==> config.mk <==
export PLATFORM = sky130hd
export DESIGN_NAME = btn_debounce_bank_flat
export DESIGN_NICKNAME = d
export VERILOG_FILES = /design/src/rtl/btn_debounce_bank_if.sv /design/src/rtl/btn_debounce_bank.sv /design/src/flat_wrapper.sv
export SDC_FILE = /design/constraint.sdc
export NUM_CORES = 1
export LEC_CHECK = 0
export BUFFER_PORTS_ARGS = -buffer_cell sky130_fd_sc_hd__buf_4
export CORE_ASPECT_RATIO = 0.5
export CORE_MARGIN = 4
export CORE_UTILIZATION = 50
export DETAILED_ROUTE_END_ITERATION = 8
export PLACE_DENSITY = 0.69
export REMOVE_ABC_BUFFERS = 1
export SYNTH_ARGS = -nofsm -noshare
export SYNTH_HDL_FRONTEND = slang
export SYNTH_SLANG_ARGS = --single-unit
==> constraint.sdc <==
create_clock -name clk -period 5.1 [get_ports clk]
set_clock_uncertainty 0.15 [all_clocks]
set_input_delay 0.255 -clock clk [delete_from_list [all_inputs] [get_ports clk]]
set_output_delay 0.255 -clock clk [all_outputs]
set_load 0.005 [all_outputs]
==> src/rtl/btn_debounce_bank_if.sv <==
// Button bank signal bundle: raw buttons in, debounced level/pulse out, FSM state for observation.
// No valid/ready handshake here: db_level is a plain level and db_tick a one-clk strobe with no backpressure.
interface btn_debounce_bank_if #(
  parameter int N = 4
);
  logic [N-1:0]   btn_raw;
  logic [N-1:0]   db_level;
  logic [N-1:0]   db_tick;
  logic [2*N-1:0] dbg_state;

  modport master (output btn_raw, input db_level, input db_tick, input dbg_state);
  modport slave  (input btn_raw, output db_level, output db_tick, output dbg_state);
endinterface

==> src/rtl/btn_debounce_bank.sv <==
// N-channel push-button conditioner: 2-flop synchroniser, shared sample-tick prescaler,
// per-channel debounce FSM producing a clean level and a single-cycle press pulse.
module btn_debounce_bank #(
  parameter int N        = 4,
  parameter int TICK_DIV = 1_000_000,
  parameter int SAMPLES  = 3
) (
  input  logic                 clk,
  input  logic                 reset,
  btn_debounce_bank_if.slave   bus
);
  localparam int PW = (TICK_DIV > 1) ? $clog2(TICK_DIV) : 1;
  localparam int CW = (SAMPLES > 0) ? $clog2(SAMPLES + 1) : 1;

  typedef enum logic [1:0] {
    ZERO  = 2'd0,
    WAIT1 = 2'd1,
    ONE   = 2'd2,
    WAIT0 = 2'd3
  } state_e;

  logic [N-1:0]  sync1_q, sync1_d;
  logic [N-1:0]  sync2_q, sync2_d;
  logic [PW-1:0] presc_q, presc_d;
  logic          m_tick;

  state_e        state_q [N];
  state_e        state_d [N];
  logic [CW-1:0] cnt_q   [N];
  logic [CW-1:0] cnt_d   [N];
  logic [N-1:0]  level_q, level_d;
  logic [N-1:0]  tick_q, tick_d;

  assign m_tick = (presc_q == PW'(TICK_DIV - 1));

  always_comb begin
    sync1_d = bus.btn_raw;
    sync2_d = sync1_q;
    presc_d = m_tick ? '0 : presc_q + 1'b1;
  end

  always_comb begin
    level_d = '0;
    tick_d  = '0;
    for (int i = 0; i < N; i++) begin
      state_d[i] = state_q[i];
      cnt_d[i]   = cnt_q[i];
      unique case (state_q[i])
        ZERO: begin
          if (sync2_q[i]) begin
            state_d[i] = WAIT1;
            cnt_d[i]   = '0;
          end
        end
        WAIT1: begin
          if (!sync2_q[i]) begin
            state_d[i] = ZERO;
          end else if (m_tick) begin
            if (cnt_q[i] == CW'(SAMPLES - 1)) state_d[i] = ONE;
            else                              cnt_d[i]   = cnt_q[i] + 1'b1;
          end
        end
        ONE: begin
          if (!sync2_q[i]) begin
            state_d[i] = WAIT0;
            cnt_d[i]   = '0;
          end
        end
        WAIT0: begin
          if (sync2_q[i]) begin
            state_d[i] = ONE;
          end else if (m_tick) begin
            if (cnt_q[i] == CW'(SAMPLES - 1)) state_d[i] = ZERO;
            else                              cnt_d[i]   = cnt_q[i] + 1'b1;
          end
        end
        default: state_d[i] = ZERO;
      endcase
      // Outputs are registered from the next state so level and pulse land on the first clk in ONE.
      level_d[i] = (state_d[i] == ONE) || (state_d[i] == WAIT0);
      tick_d[i]  = (state_q[i] == WAIT1) && (state_d[i] == ONE);
    end
  end

  always_ff @(posedge clk or posedge reset) begin
    if (reset) begin
      sync1_q <= '0;
      sync2_q <= '0;
      presc_q <= '0;
      level_q <= '0;
      tick_q  <= '0;
      for (int i = 0; i < N; i++) begin
        state_q[i] <= ZERO;
        cnt_q[i]   <= '0;
      end
    end else begin
      sync1_q <= sync1_d;
      sync2_q <= sync2_d;
      presc_q <= presc_d;
      level_q <= level_d;
      tick_q  <= tick_d;
      for (int i = 0; i < N; i++) begin
        state_q[i] <= state_d[i];
        cnt_q[i]   <= cnt_d[i];
      end
    end
  end

  always_comb begin
    bus.dbg_state = '0;
    for (int i = 0; i < N; i++) begin
      bus.dbg_state[2*i +: 2] = state_q[i];
    end
  end

  assign bus.db_level = level_q;
  assign bus.db_tick  = tick_q;
endmodule

==> src/flat_wrapper.sv <==
// flat-port wrapper written by rule: the top's interface ports become plain ports
module btn_debounce_bank_flat 
#(
  parameter int N        = 4,
  parameter int TICK_DIV = 1_000_000,
  parameter int SAMPLES  = 3
)
  (clk, reset, bus_btn_raw, bus_db_level, bus_db_tick, bus_dbg_state);
  btn_debounce_bank_if #(.N(N)) bus_i ();
  input  logic clk;
  input  logic reset;
  input wire logic [$bits(bus_i.btn_raw)-1:0] bus_btn_raw;
  output wire logic [$bits(bus_i.db_level)-1:0] bus_db_level;
  output wire logic [$bits(bus_i.db_tick)-1:0] bus_db_tick;
  output wire logic [$bits(bus_i.dbg_state)-1:0] bus_dbg_state;
  assign bus_i.btn_raw = bus_btn_raw;
  assign bus_db_level = bus_i.db_level;
  assign bus_db_tick = bus_i.db_tick;
  assign bus_dbg_state = bus_i.dbg_state;
  btn_debounce_bank #(.N(N), .TICK_DIV(TICK_DIV), .SAMPLES(SAMPLES)) u_core (.clk(clk), .reset(reset), .bus(bus_i));
endmodule
==> results_dict.tcl <==
set metrics [dict create \
    fin_ws_ps 2260 \
    yosys.area_share.xor_xnor_pct 6.40 \
    synth_most_common_cell "sky130_fd_sc_hd__dfrtp_1" \
    number_of_antenna_violations_at_the_first_check_in_global_routing 0 \
    vias_in_the_first_global_route 1599 \
    startpoint_type "flop" \
    status "completed" \
    yosysTopAreaCellShare_pct 55.9 \
    final_hold_viol_count 0 \
    clkSlewWorstSetupHoldPaths_ps 90 \
    grt-ovfl-total 0 \
    drt_pass1_iterations 4 \
    route.antenna.remaining_nets 0 \
    detailed_place_hpwl_mm 2.59 \
    drt-vias-per-instance 5.63 \
    timing.max_cap.violations 0 \
    worstPathMaxFanout 20 \
    floorplan.die_area_sq_um 5870 \
    post_synth_inst_count 198 \
    routed_wirelength_mm 3.88 \
    finalSetupViolations 0 \
    synth_edf_count 0 \
    globalRouteTotalUtil_pct 14.7 \
    peakVddDrop_uv 117 \
    synth.ff_latch_count 52 \
    synth.area.mux_share_pct 4.73 \
    antenna_cells 0 \
    drive_above_1_share_pct 19.8 \
    post_cts_resize_count 0 \
    io_pins 22 \
    fin_nets 237 \
    critical_setup_path_class "flop to flop" \
    startpoint_of_the_most_critical_register_to_register_path "u_core.presc_q[7]" \
    netlist.top_cell.by_area "sky130_fd_sc_hd__dfrtp_1" \
    synth.top_cells.by_area "sky130_fd_sc_hd__dfrtp_1 (56%), sky130_fd_sc_hd__xnor2_1 (4.1%), sky130_fd_sc_hd__mux2_2 (3.9%)" \
    clock_sink_count 52 \
    clk_latency_ps 300 \
    largest_family_of_logic_cells_by_synthesized_area "simple AND/OR/NAND/NOR gates" \
    cts_setup_buffers 0 \
    tritoncts "built" \
    synth.yosys.seq_area_share_pct 55.9 \
    synth-compound-area-share_pct 8.02 \
    cp_data_required_time_ps 5140 \
    placement_rows 17 \
    slew_viol_final 0 \
    timing.rr.end "u_core.cnt_q[5]" \
    synth_cell_type_count 37 \
    num_vias 1598 \
    ff_latch_area_sq_um 1300 \
    cts_buffer_depth 2 \
    grt_max_degree 53 \
    synthArstFlopShare_pct 100 \
    buffer_ports.inserted 21 \
    die_width_um 104 \
    fmax_mhz 352 \
    die-height_um 56.2 \
    synth_area_per_cell_sq_um 11.7 \
    route.detailed.wl_per_inst_um 13.7 \
    rsz0062_at_grt "no" \
    clock_tree.root_cell "sky130_fd_sc_hd__clkbuf_8" \
    gp_routability_congestion 0.812 \
    relSlewSlack_pct 30.6 \
    multiInputGateArea_sq_um 973 \
    arrival_ps 2880 \
    initial_core_util_pct 52.3 \
    cellPowerDensity_nw_per_um2 255 \
    syn-cell-area_sq_um 2330 \
    post-place-ws_ps 2280 \
    tritoncts.num_buffers 5 \
    layout_min_cycle_time_ps 2840 \
    count_of_synthesis_stage_warnings_from_yosys 0 \
    hold_path.class "primary input to asynchronous set/reset pin" \
    yosys.area_share.simple_pct 20.0 \
    fin_hold_ws_ps 68.4 \
    synthTopCellsByCount "sky130_fd_sc_hd__dfrtp_1 (52), sky130_fd_sc_hd__nand2_1 (16), sky130_fd_sc_hd__nor2_1 (12), sky130_fd_sc_hd__xnor2_1 (11)" \
    area_delta_synth_final_pct 14.5 \
    num-fill-cells 384 \
    post-route-drc-count 0 \
    ctsHtreeMaxLevel 2 \
    reg2reg_slack_ps 2260 \
    timing_worst_slew_pin_value_ps 1040 \
    final_sum_of_negative_setup_slack_ps 0 \
    wire_length_of_the_first_global_routing_pass_mm 7.03 \
    share_of_the_cycle_needed_by_the_critical_path_after_routing_pct 55.8 \
    finalCoreUtilization_pct 59.9 \
    worst_setup_path_end_kind "flop" \
    drt_iter0_drc 48 \
    synth_fa_ha_area_share_pct 2.69 \
    dominantRegCellSynth "sky130_fd_sc_hd__dfrtp_1" \
    placeableCoreArea_sq_um 4450 \
    power.static_leakage_nw 1.21 \
    reg2reg_depth 4 \
]
-- critical path: stages (launching register included) --
cell and delay (ps):
sky130_fd_sc_hd__dfrtp_1 450, sky130_fd_sc_hd__nor4_2 330, sky130_fd_sc_hd__nand4_1 730, sky130_fd_sc_hd__or4_1 780, sky130_fd_sc_hd__o311ai_1 280
-- layout by cell type, fill, tap and decap left out, types with 2 or more instances in the layout --
cell type | synthesis | final
sky130_fd_sc_hd__a211o_1 | 2 | 2
sky130_fd_sc_hd__a21oi_1 | 2 | 2
sky130_fd_sc_hd__a221o_1 | 2 | 2
sky130_fd_sc_hd__a41oi_1 | 2 | 2
sky130_fd_sc_hd__and2_1 | 3 | 3
sky130_fd_sc_hd__and3_1 | 3 | 3
sky130_fd_sc_hd__and3b_1 | 4 | 4
sky130_fd_sc_hd__and4_1 | 3 | 3
sky130_fd_sc_hd__and4b_1 | 2 | 2
sky130_fd_sc_hd__buf_4 | 0 | 21
sky130_fd_sc_hd__clkbuf_8 | 0 | 6
sky130_fd_sc_hd__dfrtp_1 | 52 | 52
sky130_fd_sc_hd__dlygate4sd3_1 | 0 | 4
sky130_fd_sc_hd__ha_1 | 5 | 5
sky130_fd_sc_hd__inv_1 | 7 | 6
sky130_fd_sc_hd__mux2_2 | 8 | 8
sky130_fd_sc_hd__mux2i_1 | 2 | 2
sky130_fd_sc_hd__nand2_1 | 16 | 16
sky130_fd_sc_hd__nand3_1 | 8 | 8
sky130_fd_sc_hd__nand4_1 | 5 | 5
sky130_fd_sc_hd__nor2_1 | 12 | 12
sky130_fd_sc_hd__nor3_1 | 8 | 8
sky130_fd_sc_hd__nor3_2 | 4 | 4
sky130_fd_sc_hd__nor3b_1 | 2 | 2
sky130_fd_sc_hd__nor4_1 | 3 | 3
sky130_fd_sc_hd__o21ai_0 | 4 | 4
sky130_fd_sc_hd__o311a_1 | 4 | 4
sky130_fd_sc_hd__o311ai_0 | 4 | 4
sky130_fd_sc_hd__o311ai_1 | 2 | 2
sky130_fd_sc_hd__or3_1 | 2 | 2
sky130_fd_sc_hd__or3b_2 | 2 | 2
sky130_fd_sc_hd__xnor2_1 | 11 | 11
sky130_fd_sc_hd__xor2_1 | 6 | 6
-- logic make-up after synthesis --
kind of cell	after synthesis
AO/OA/AOI/OAI	23
XOR/XNOR	17
adder cells (fa/ha/maj)	5
buffers and inverters	11
flip-flops	52
multiplexers	10
AND/OR/NAND/NOR	80
-- power breakdown --
part	leakage, nW	switching [mW]	internal [mW]	total [mW]
sequential	0.684	0.00410	0.417	0.421
combinational	0.480	0.0119	0.00894	0.0209
clock	0.0445	0.128	0.110	0.239
total	1.21	0.144	0.536	0.680
-- stage by stage --
step	cells	power, mW	cell area [sq um]
after CTS	284	0.690	2660
final	284	0.680	2660
after global placement	272	0.448	2530
after detailed placement	272	0.448	2530
after global routing	284	0.710	2660
after floorplan	194	0.439	2300
-- area by class of cell --
type	count	share of cell area [%]
Sequential cell	52	48.8
Timing Repair Buffer	25	7.42
Clock inverter	1	0.282
Tap cell	57	2.68
Inverter	7	0.986
Clock buffer	7	3.24
Multi-Input combinational cell	135	36.5
-- registers in the layout (all words and copies together), names as in the netlist --
| register | flops |
|---|---|
| u_core.sync1_q | 4 |
| u_core.cnt_q | 8 |
| u_core.bus.db_tick | 4 |
| u_core.bus.db_level | 4 |
| u_core.sync2_q | 4 |
| u_core.bus.dbg_state | 8 |
| u_core.presc_q | 20 |
-- metal layers --
layer / wire [um] / global-route usage [%] / part of all wire (%) / vias up
li1: - / - / - / 777
met3: 177 / 4.17 / 4.6 / 5
met5: 0 / 0 / 0 / -
met1: 1930 / 19.3 / 50 / 787
met4: 34 / 4.55 / 0.88 / 0
met2: 1740 / 23.7 / 45 / 29
-- repair_timing --
| action | CTS | global route |
|---|---|---|
| endpoints found under the setup margin | 0 | 0 |
| endpoints found under the hold margin | 4 | 0 |
| hold buffers | 4 | 0 |
-- how the worst max path moves through the flow --
stage	start	endpoint	slack, ps	cells past startpoint
final	u_core.presc_q[7]	u_core.cnt_q[5]	2260	4
after CTS	u_core.presc_q[7]	u_core.cnt_q[5]	2250	4
after global routing	u_core.presc_q[7]	u_core.cnt_q[5]	2020	4
after detailed placement	u_core.presc_q[7]	u_core.cnt_q[5]	2280	4
after floorplan	u_core.presc_q[7]	u_core.cnt_q[4]	2730	4
after global placement	u_core.presc_q[7]	u_core.cnt_q[4]	2460	4
Power figures use the tool's default switching activity.
